### src/rtl/input_conditioner.sv
// input_conditioner: synchronises and debounces the raw push-buttons and slide
// switches. Each channel has a two-flop synchroniser, a debounce counter and a
// four-state FSM (STABLE_LO, ARM_HI, STABLE_HI, ARM_LO). The outputs are clean
// levels, a one-cycle press pulse per button and a one-cycle change pulse per switch.
// All outputs are registered.
//
// Optional feature: define INPUT_CONDITIONER_AUTOREPEAT_EN to enable button
// auto-repeat. The repeat-timing parameters REPEAT_DELAY and REPEAT_PERIOD
// exist only in that build, because the default build has no logic that uses them.
// Channels are packed as {sw_raw, btn_raw}. Buttons use the low indices.
module input_conditioner #(
  parameter int N_BTN           = 3,
  parameter int N_SW            = 2,
  parameter int DEBOUNCE_CYCLES = 1250000,
  parameter int CNT_W           = 21
`ifdef INPUT_CONDITIONER_AUTOREPEAT_EN
  ,
  parameter int REPEAT_DELAY    = 62500000,
  parameter int REPEAT_PERIOD   = 31250000
`endif
) (
  input  logic             clk_in,
  input  logic             rst,
  input  logic [N_BTN-1:0] btn_raw,
  input  logic [N_SW-1:0]  sw_raw,
  output logic [N_BTN-1:0] btn_level,
  output logic [N_BTN-1:0] btn_pulse,
  output logic [N_SW-1:0]  sw_level,
  output logic [N_SW-1:0]  sw_change
);

  localparam int N_CH = N_BTN + N_SW;
  localparam logic [CNT_W-1:0] CNT_TERM = CNT_W'(DEBOUNCE_CYCLES - 1);

  typedef enum logic [1:0] {
    STABLE_LO = 2'd0,
    ARM_HI    = 2'd1,
    STABLE_HI = 2'd2,
    ARM_LO    = 2'd3
  } state_t;

  logic [N_CH-1:0]  raw_s;
  logic [N_CH-1:0]  sync1_q;
  logic [N_CH-1:0]  sync2_q;
  state_t           state_q [N_CH];
  state_t           state_d [N_CH];
  logic [CNT_W-1:0] cnt_q   [N_CH];
  logic [CNT_W-1:0] cnt_d   [N_CH];
  logic [N_CH-1:0]  rise_s;
  logic [N_CH-1:0]  fall_s;
  logic [N_CH-1:0]  level_q;
  logic [N_CH-1:0]  level_d;
  logic [N_BTN-1:0] btn_pulse_q;
  logic [N_BTN-1:0] btn_pulse_d;
  logic [N_SW-1:0]  sw_change_q;
  logic [N_SW-1:0]  sw_change_d;

  assign raw_s = {sw_raw, btn_raw};

  // Two-flop synchroniser per channel with no logic between the stages.
  always_ff @(posedge clk_in or negedge rst) begin
    if (!rst) begin
      sync1_q <= '0;
      sync2_q <= '0;
    end else begin
      sync1_q <= raw_s;
      sync2_q <= sync1_q;
    end
  end

  // Debounce FSM state and counter registers. Reset discards any partial count.
  always_ff @(posedge clk_in or negedge rst) begin
    if (!rst) begin
      for (int i = 0; i < N_CH; i++) begin
        state_q[i] <= STABLE_LO;
        cnt_q[i]   <= '0;
      end
    end else begin
      for (int i = 0; i < N_CH; i++) begin
        state_q[i] <= state_d[i];
        cnt_q[i]   <= cnt_d[i];
      end
    end
  end

  // Next-state logic. Any reversal while arming restarts from the stable state.
  // Terminal count leaves ARM_*, so the counter can never wrap.
  always_comb begin
    rise_s = '0;
    fall_s = '0;
    for (int i = 0; i < N_CH; i++) begin
      state_d[i] = state_q[i];
      cnt_d[i]   = cnt_q[i];
      case (state_q[i])
        STABLE_LO: begin
          if (sync2_q[i]) begin
            state_d[i] = ARM_HI;
            cnt_d[i]   = '0;
          end else begin
            cnt_d[i]   = '0;
          end
        end
        ARM_HI: begin
          if (!sync2_q[i]) begin
            state_d[i] = STABLE_LO;
            cnt_d[i]   = '0;
          end else if (cnt_q[i] == CNT_TERM) begin
            state_d[i] = STABLE_HI;
            cnt_d[i]   = '0;
            rise_s[i]  = 1'b1;
          end else begin
            cnt_d[i]   = cnt_q[i] + CNT_W'(1);
          end
        end
        STABLE_HI: begin
          if (!sync2_q[i]) begin
            state_d[i] = ARM_LO;
            cnt_d[i]   = '0;
          end else begin
            cnt_d[i]   = '0;
          end
        end
        ARM_LO: begin
          if (sync2_q[i]) begin
            state_d[i] = STABLE_HI;
            cnt_d[i]   = '0;
          end else if (cnt_q[i] == CNT_TERM) begin
            state_d[i] = STABLE_LO;
            cnt_d[i]   = '0;
            fall_s[i]  = 1'b1;
          end else begin
            cnt_d[i]   = cnt_q[i] + CNT_W'(1);
          end
        end
        default: begin
          state_d[i] = STABLE_LO;
          cnt_d[i]   = '0;
        end
      endcase
    end
  end

`ifdef INPUT_CONDITIONER_AUTOREPEAT_EN
  localparam int RPT_MAX = (REPEAT_DELAY > REPEAT_PERIOD) ? REPEAT_DELAY : REPEAT_PERIOD;
  localparam int RPT_W   = $clog2(RPT_MAX + 1);
  localparam logic [RPT_W-1:0] RPT_DLY_TERM = RPT_W'(REPEAT_DELAY - 1);
  localparam logic [RPT_W-1:0] RPT_PER_TERM = RPT_W'(REPEAT_PERIOD - 1);

  logic [RPT_W-1:0] rpt_q [N_BTN];
  logic [RPT_W-1:0] rpt_d [N_BTN];
  logic [N_BTN-1:0] rpt_en_q;
  logic [N_BTN-1:0] rpt_en_d;
  logic [N_BTN-1:0] rpt_first_q;
  logic [N_BTN-1:0] rpt_first_d;
  logic [N_BTN-1:0] rpt_fire_s;

  // Repeat timer. It is armed by an accepted press and killed by any exit from
  // STABLE_HI. It stays dead until the next accepted press, so a bounce back
  // to 1 cannot restart it.
  always_comb begin
    rpt_fire_s = '0;
    for (int i = 0; i < N_BTN; i++) begin
      rpt_d[i]       = rpt_q[i];
      rpt_en_d[i]    = rpt_en_q[i];
      rpt_first_d[i] = rpt_first_q[i];
      if (rise_s[i]) begin
        rpt_d[i]       = '0;
        rpt_en_d[i]    = 1'b1;
        rpt_first_d[i] = 1'b1;
      end else if ((state_q[i] == STABLE_HI) && sync2_q[i] && rpt_en_q[i]) begin
        if (rpt_q[i] == (rpt_first_q[i] ? RPT_DLY_TERM : RPT_PER_TERM)) begin
          rpt_fire_s[i]  = 1'b1;
          rpt_d[i]       = '0;
          rpt_first_d[i] = 1'b0;
        end else begin
          rpt_d[i]       = rpt_q[i] + RPT_W'(1);
        end
      end else begin
        rpt_d[i]       = '0;
        rpt_en_d[i]    = 1'b0;
        rpt_first_d[i] = 1'b0;
      end
    end
  end

  // Repeat timer registers.
  always_ff @(posedge clk_in or negedge rst) begin
    if (!rst) begin
      for (int i = 0; i < N_BTN; i++) begin
        rpt_q[i] <= '0;
      end
      rpt_en_q    <= '0;
      rpt_first_q <= '0;
    end else begin
      for (int i = 0; i < N_BTN; i++) begin
        rpt_q[i] <= rpt_d[i];
      end
      rpt_en_q    <= rpt_en_d;
      rpt_first_q <= rpt_first_d;
    end
  end
`endif

  // Output decode from accepted FSM transitions.
  always_comb begin
    level_d     = (level_q | rise_s) & ~fall_s;
`ifdef INPUT_CONDITIONER_AUTOREPEAT_EN
    btn_pulse_d = rise_s[N_BTN-1:0] | rpt_fire_s;
`else
    btn_pulse_d = rise_s[N_BTN-1:0];
`endif
    sw_change_d = rise_s[N_CH-1:N_BTN] | fall_s[N_CH-1:N_BTN];
  end

  // Output registers, so no raw input reaches an output combinationally.
  always_ff @(posedge clk_in or negedge rst) begin
    if (!rst) begin
      level_q     <= '0;
      btn_pulse_q <= '0;
      sw_change_q <= '0;
    end else begin
      level_q     <= level_d;
      btn_pulse_q <= btn_pulse_d;
      sw_change_q <= sw_change_d;
    end
  end

  assign btn_level = level_q[N_BTN-1:0];
  assign sw_level  = level_q[N_CH-1:N_BTN];
  assign btn_pulse = btn_pulse_q;
  assign sw_change = sw_change_q;

endmodule
### config.mk
export PLATFORM = sky130hd
export DESIGN_NAME = input_conditioner
export DESIGN_NICKNAME = d
export VERILOG_FILES = /design/src/rtl/input_conditioner.sv
export SDC_FILE = /design/constraint.sdc
export NUM_CORES = 1
export LEC_CHECK = 0
export ABC_CLOCK_PERIOD_IN_PS = 2050
export BUFFER_PORTS_ARGS = -buffer_cell sky130_fd_sc_hd__buf_2
export CAP_MARGIN = 5
export CORE_MARGIN = 2
export CORE_UTILIZATION = 36
export CTS_CLUSTER_SIZE = 25
export DETAILED_ROUTE_END_ITERATION = 10
export PLACE_DENSITY = 0.56
export SETUP_SLACK_MARGIN = 0.1
export SYNTH_ARGS = -nofsm -noshare
export SYNTH_HDL_FRONTEND = slang
export SYNTH_SLANG_ARGS = --single-unit
export TNS_END_PERCENT = 20
### constraint.sdc
create_clock -name clk_in -period 2.05 [get_ports clk_in]
set_input_delay 0.41 -clock clk_in [delete_from_list [all_inputs] [get_ports clk_in]]
set_output_delay 0.41 -clock clk_in [all_outputs]
set_load 0.01 [all_outputs]
=== After elaboration in Yosys (flattened, before gate mapping) ===
Index checks and enable logic that the tools add are counted.

* Flip-flop bits (word level): 135
* Input bits: 7
* Logic and storage cells: 159

* Add/subtract/negate cells: 5
* Equality and inequality tests: 40
* Multiplexer cells: 80
* Bitwise logic cells: 4
* Reductions and logical operators: 15

{| class="wikitable"
|+ Operator list
! cell !! number
|-
| 21-bit 2-to-1 mux || 15
|-
| 21-bit case mux with 3 select lines || 5
|-
| 21-bit by 1-bit adder with 21-bit output (second input constant) || 5
|-
| 21-bit equality test (second input constant) || 5
|-
| 2-bit 2-to-1 mux || 30
|-
| 2-bit case mux with 4 select lines || 5
|-
| 3-bit inequality test (second input constant) || 10
|-
| 1-bit 2-to-1 mux || 25
|-
| 2-bit equality test (second input constant) || 10
|-
| 2-bit inequality test (second input constant) || 10
|-
| 4-bit AND reduction || 5
|-
| 2-bit by 1-bit equality test with 1-bit output (second input constant) || 5
|-
| 2-bit logical NOT || 5
|-
| 2-bit OR reduction || 5
|-
| 5-bit AND || 1
|-
| 5-bit inverter || 1
|-
| 5-bit OR || 1
|-
| 2-bit OR || 1
|}

=== Logic depth before layout (Yosys ltp) ===
* Depth after elaboration: 6
* Mapped depth: 6
* Depth with buffers taken out: 5

=== Worst setup path after synthesis ===
OpenSTA, ideal clock, no wires.

* Path type: register to register
* From: reg cnt_q[21] (netlist name)
* To: reg cnt_q[41] (netlist name)
* Setup time: 0.077 ns
* Arrival time: 1.924 ns
* Path slack: 0.049 ns
* Stages on the path, launching flop included: 6
* Period minus slack after synthesis: 2.001 ns
* Cell sequence: dfrtp_1 ha_1 nand4_4 or4_4 or4_1 a21oi_1

{| class="wikitable"
|+ RTL lines
! element !! line !! RTL
|-
| start, declared || 47 || <nowiki>logic [CNT_W-1:0] cnt_q [N_CH];</nowiki>
|-
| start signal, assigned by index || 81 || <nowiki>cnt_q[i] <= cnt_d[i];</nowiki>
|}

==> results.py <==
metrics = {
    "finish": {
        "finalInstanceArea_um2": 8060,
        "layout-drive-gt1-share": 0.195,
        "diodes": 0,
        "fin_cells": 961,
        "final_util": 0.452,
        "area_growth_pct": 24.0,
        "finalNetCount": 731,
    },
    "clock_tree": {
        "clock-sinks": 135,
        "cts_buffer_depth": 2,
        "clk_pin_slew_ps": 60,
        "cts_buffers": 17,
        "cts_tree": "built",
        "clockRootBuffer": "clkbuf_16",
        "htree_levels": 4,
        "clk_latency_ps": 420,
    },
    "yosys": {
        "syn_avg_cell_area_um2": 9.96,
        "ys_ff_latch": 135,
        "yosysSeqAreaShare": 0.520,
        "synth-simple-area-share": 0.262,
        "synthesis.nets": 665,
        "ys_types": 46,
        "synth_top_cell_by_area": "dfrtp_1",
        "yosys-top-cells-count": "dfrtp_1 (135), nor2_1 (76), nand2_1 (43)",
        "synthMuxAreaShare": 0.00635,
        "synth.most_common_cell": "dfrtp_1",
        "syn_inst": 653,
        "synth_compound_area_frac": 0.0866,
        "synth_edf_count": 0,
        "yosysWarningCount": 0,
        "synth.area.top_cells": "dfrtp_1 (52%), xnor2_1 (4.4%), nor2_1 (4.4%)",
        "synth_top_family_by_area": "simple AND/OR/NAND/NOR gates",
        "synth-xor-area-share": 0.0835,
        "synthArstFlopShare": 1.00,
        "synth_ff_type": "dfrtp_1",
        "synth_top_area_share": 0.520,
        "syn_area_um2": 6500,
        "synth_fa_ha_area_frac": 0.00962,
    },
    "power_and_ir_drop": {
        "comb_power_share": 0.030,
        "cellPowerDensity_nw_per_um2": 758,
        "clkPwrFrac": 0.527,
        "seqPwrFrac": 0.444,
        "internal_power_mw": 4.83,
        "ir_drop_uv": 481,
        "p_leak_nw": 3.23,
        "switching_share": 0.209,
        "finalPower_mw": 6.11,
        "power.switching_mw": 1.28,
    },
    "timing": {
        "setup_viol": 0,
        "slew_headroom": 0.705,
        "finalCriticalPeriod_ps": 1920,
        "fmax_mhz": 520,
        "holdWs_ps": 95.3,
        "finalCritPeriodShare": 0.937,
        "slew_violations": 0,
        "hold_viol": 0,
        "rsz0062_at_grt": "true",
        "layout_setup_ws_ps": 128,
        "finalSetupTns_ps": 0,
        "tightest_slew_ps": 439,
        "finalClockSkew_ps": 7.34,
    },
    "worst_setup_path": {
        "r2r_setup_slack_ps": 130,
        "crit_type": "flop to flop",
        "crit_buf_inv": 0,
        "worstPathRequired_ps": 2390,
        "slowest_stage": "or4_4",
        "startpoint_type": "flop",
        "r2r_start": "cnt_q[21]$_DFF_PN0_",
        "cp.arrival_ps": 2270,
        "cp_max_fo": 6,
        "end_kind": "flop",
        "regToRegEndpoint": "cnt_q[41]$_DFF_PN0_",
        "r2r_cells": 5,
        "slowest_delay_ps": 590,
        "critical_path.top_delay_family": "simple AND/OR/NAND/NOR gates",
        "cp_common_cell": "or4_4",
        "crit_chain": "ha_4 -> nand4_4 -> or4_4 -> or4_4 -> a21oi_2",
    },
    "run_status": {
        "status": "completed",
    },
    "global_routing": {
        "grt_pass1_wl_mm": 23.0,
        "overflow": 0,
        "grt_antenna_before_repair": 0,
        "grt_usage": 0.144,
        "grt_pass1_vias": 4897,
        "grt_max_degree": 50,
    },
    "place": {
        "hpwl_mm": 8.83,
        "io_buffers": 16,
        "dpl_worst_slack_ps": 68.7,
        "dp_cells": 917,
        "gp_congestion": 0.791,
        "place_area_um2": 7170,
    },
    "detailed_routing": {
        "dr.first_iter.drc_count": 260,
        "wl_mm": 13.3,
        "routedWlPerCell_um": 13.9,
        "vias": 5010,
        "dr.pass1.iters": 4,
        "postRouteAntennaNets": 0,
        "avgViaCountPerCell": 5.21,
        "post-route-drc-count": 0,
    },
    "die": {
        "start_util": 0.364,
        "std_cell_rows": 49,
        "die_area_um2": 19200,
        "die_width_um": 138,
        "num_io_pins": 17,
        "fp.dieH_um": 138,
        "core_area_um2": 17800,
    },
    "worst_hold_path": {
        "hold-path-cell-count": 1,
        "hold_path_end": "sync1_q[4]$_DFF_PN0_",
        "hp-class": "primary input to flop",
        "hold_start": "sw_raw[1]",
    },
    "flow_run": {
        "cap_violations": 0,
    },
}
[worst max-delay path by stage]
stage	start	end	slack (ps)	depth (start not counted)
finish	cnt_q[21]$_DFF_PN0_	cnt_q[41]$_DFF_PN0_	130	5
global route	cnt_q[12]$_DFF_PN0_	cnt_q[17]$_DFF_PN0_	60	5
CTS	cnt_q[21]$_DFF_PN0_	cnt_q[41]$_DFF_PN0_	60	5
detailed placement	cnt_q[47]$_DFF_PN0_	cnt_q[61]$_DFF_PN0_	70	5
global placement	cnt_q[11]$_DFF_PN0_	level_q[4]$_DFF_PN0_	60	4
floorplan	cnt_q[71]$_DFF_PN0_	cnt_q[65]$_DFF_PN0_	110	5
[registers in the layout (all words and copies together), names as in the netlist, named ones only]
| register | cells |
|---|---|
| cnt_q | 105 |
| level_q | 5 |
| state_q | 5 |
| sync1_q | 5 |
| sync2_q | 5 |
| btn_pulse | 3 |
| sw_change | 2 |
[area by class of cell]
type | count | area (um^2)
fillers | 1669 | 9780
flip-flops and latches | 135 | 3380
multi-input cells | 467 | 3060
repair buffers | 66 | 573
clock buffers | 22 | 494
well taps | 229 | 287
clock inverters | 10 | 143
inverters | 32 | 120
[kinds of logic (layout without fill, tap and decap cells)]
kind of cell             Yosys count  in the layout
flip-flops                       135            135
AND/OR/NAND/NOR                  302            302
multiplexers                       4              4
buffers and inverters             51            130
AO/OA/AOI/OAI                     94             94
adder cells (fa/ha/maj)            5              5
XOR/XNOR                          62             62
[cells in the final DEF (no fill, tap or decap), types with 4 or more instances in the layout]
| cell type | synthesis | routed |
|---|---|---|
| dfrtp_1 | 135 | 131 |
| nor2_1 | 76 | 76 |
| nand2_1 | 43 | 43 |
| buf_4 | 0 | 40 |
| a21oi_1 | 38 | 36 |
| xnor2_1 | 33 | 33 |
| inv_1 | 32 | 32 |
| nand3_1 | 32 | 31 |
| xor2_1 | 29 | 29 |
| or3_1 | 27 | 26 |
| nand4_1 | 25 | 25 |
| o21ai_0 | 24 | 24 |
| clkbuf_16 | 0 | 18 |
| o31ai_1 | 15 | 15 |
| or4_1 | 22 | 15 |
| buf_2 | 12 | 15 |
| nor3_1 | 11 | 11 |
| nor4_1 | 13 | 11 |
| and4_1 | 10 | 10 |
| and2_1 | 9 | 9 |
| or4_4 | 2 | 9 |
| buf_12 | 0 | 7 |
| nor4_4 | 1 | 5 |
| clkbuf_8 | 0 | 5 |
| or4b_4 | 0 | 4 |
| a21o_1 | 4 | 4 |
| or2_2 | 4 | 4 |
| and3_1 | 5 | 4 |
| a41oi_1 | 4 | 4 |
| a2bb2oi_1 | 4 | 4 |
| clkinvlp_4 | 0 | 4 |
| dfrtp_2 | 0 | 4 |
[routing by layer]
layer,part of all wire,global-route usage
met1,0.48,0.190
met2,0.48,0.229
met3,0.028,0.0371
met4,0.013,0.0559
met5,0,0
[power groups by stage]
stage / registers [mW] / logic [mW] / clock network (mW)
final: 2.71 / 0.181 / 3.22
after global routing: 2.71 / 0.205 / 3.44
after CTS: 2.71 / 0.173 / 3.30
after detailed placement: 2.76 / 0.171 / 0
after global placement: 2.76 / 0.166 / 0
after floorplan: 2.76 / 0.0584 / 0
[what timing repair did]
item / in CTS / in global routing
pin swaps: 0 / 11
hold buffers: 1 / 0
setup buffers: 0 / 10
gates resized for setup: 2 / 29
endpoints found under the setup margin: 32 / 96
hold endpoints to repair: 41 / 0
gates cloned: 0 / 1
(Power assumes the default switching activity.)
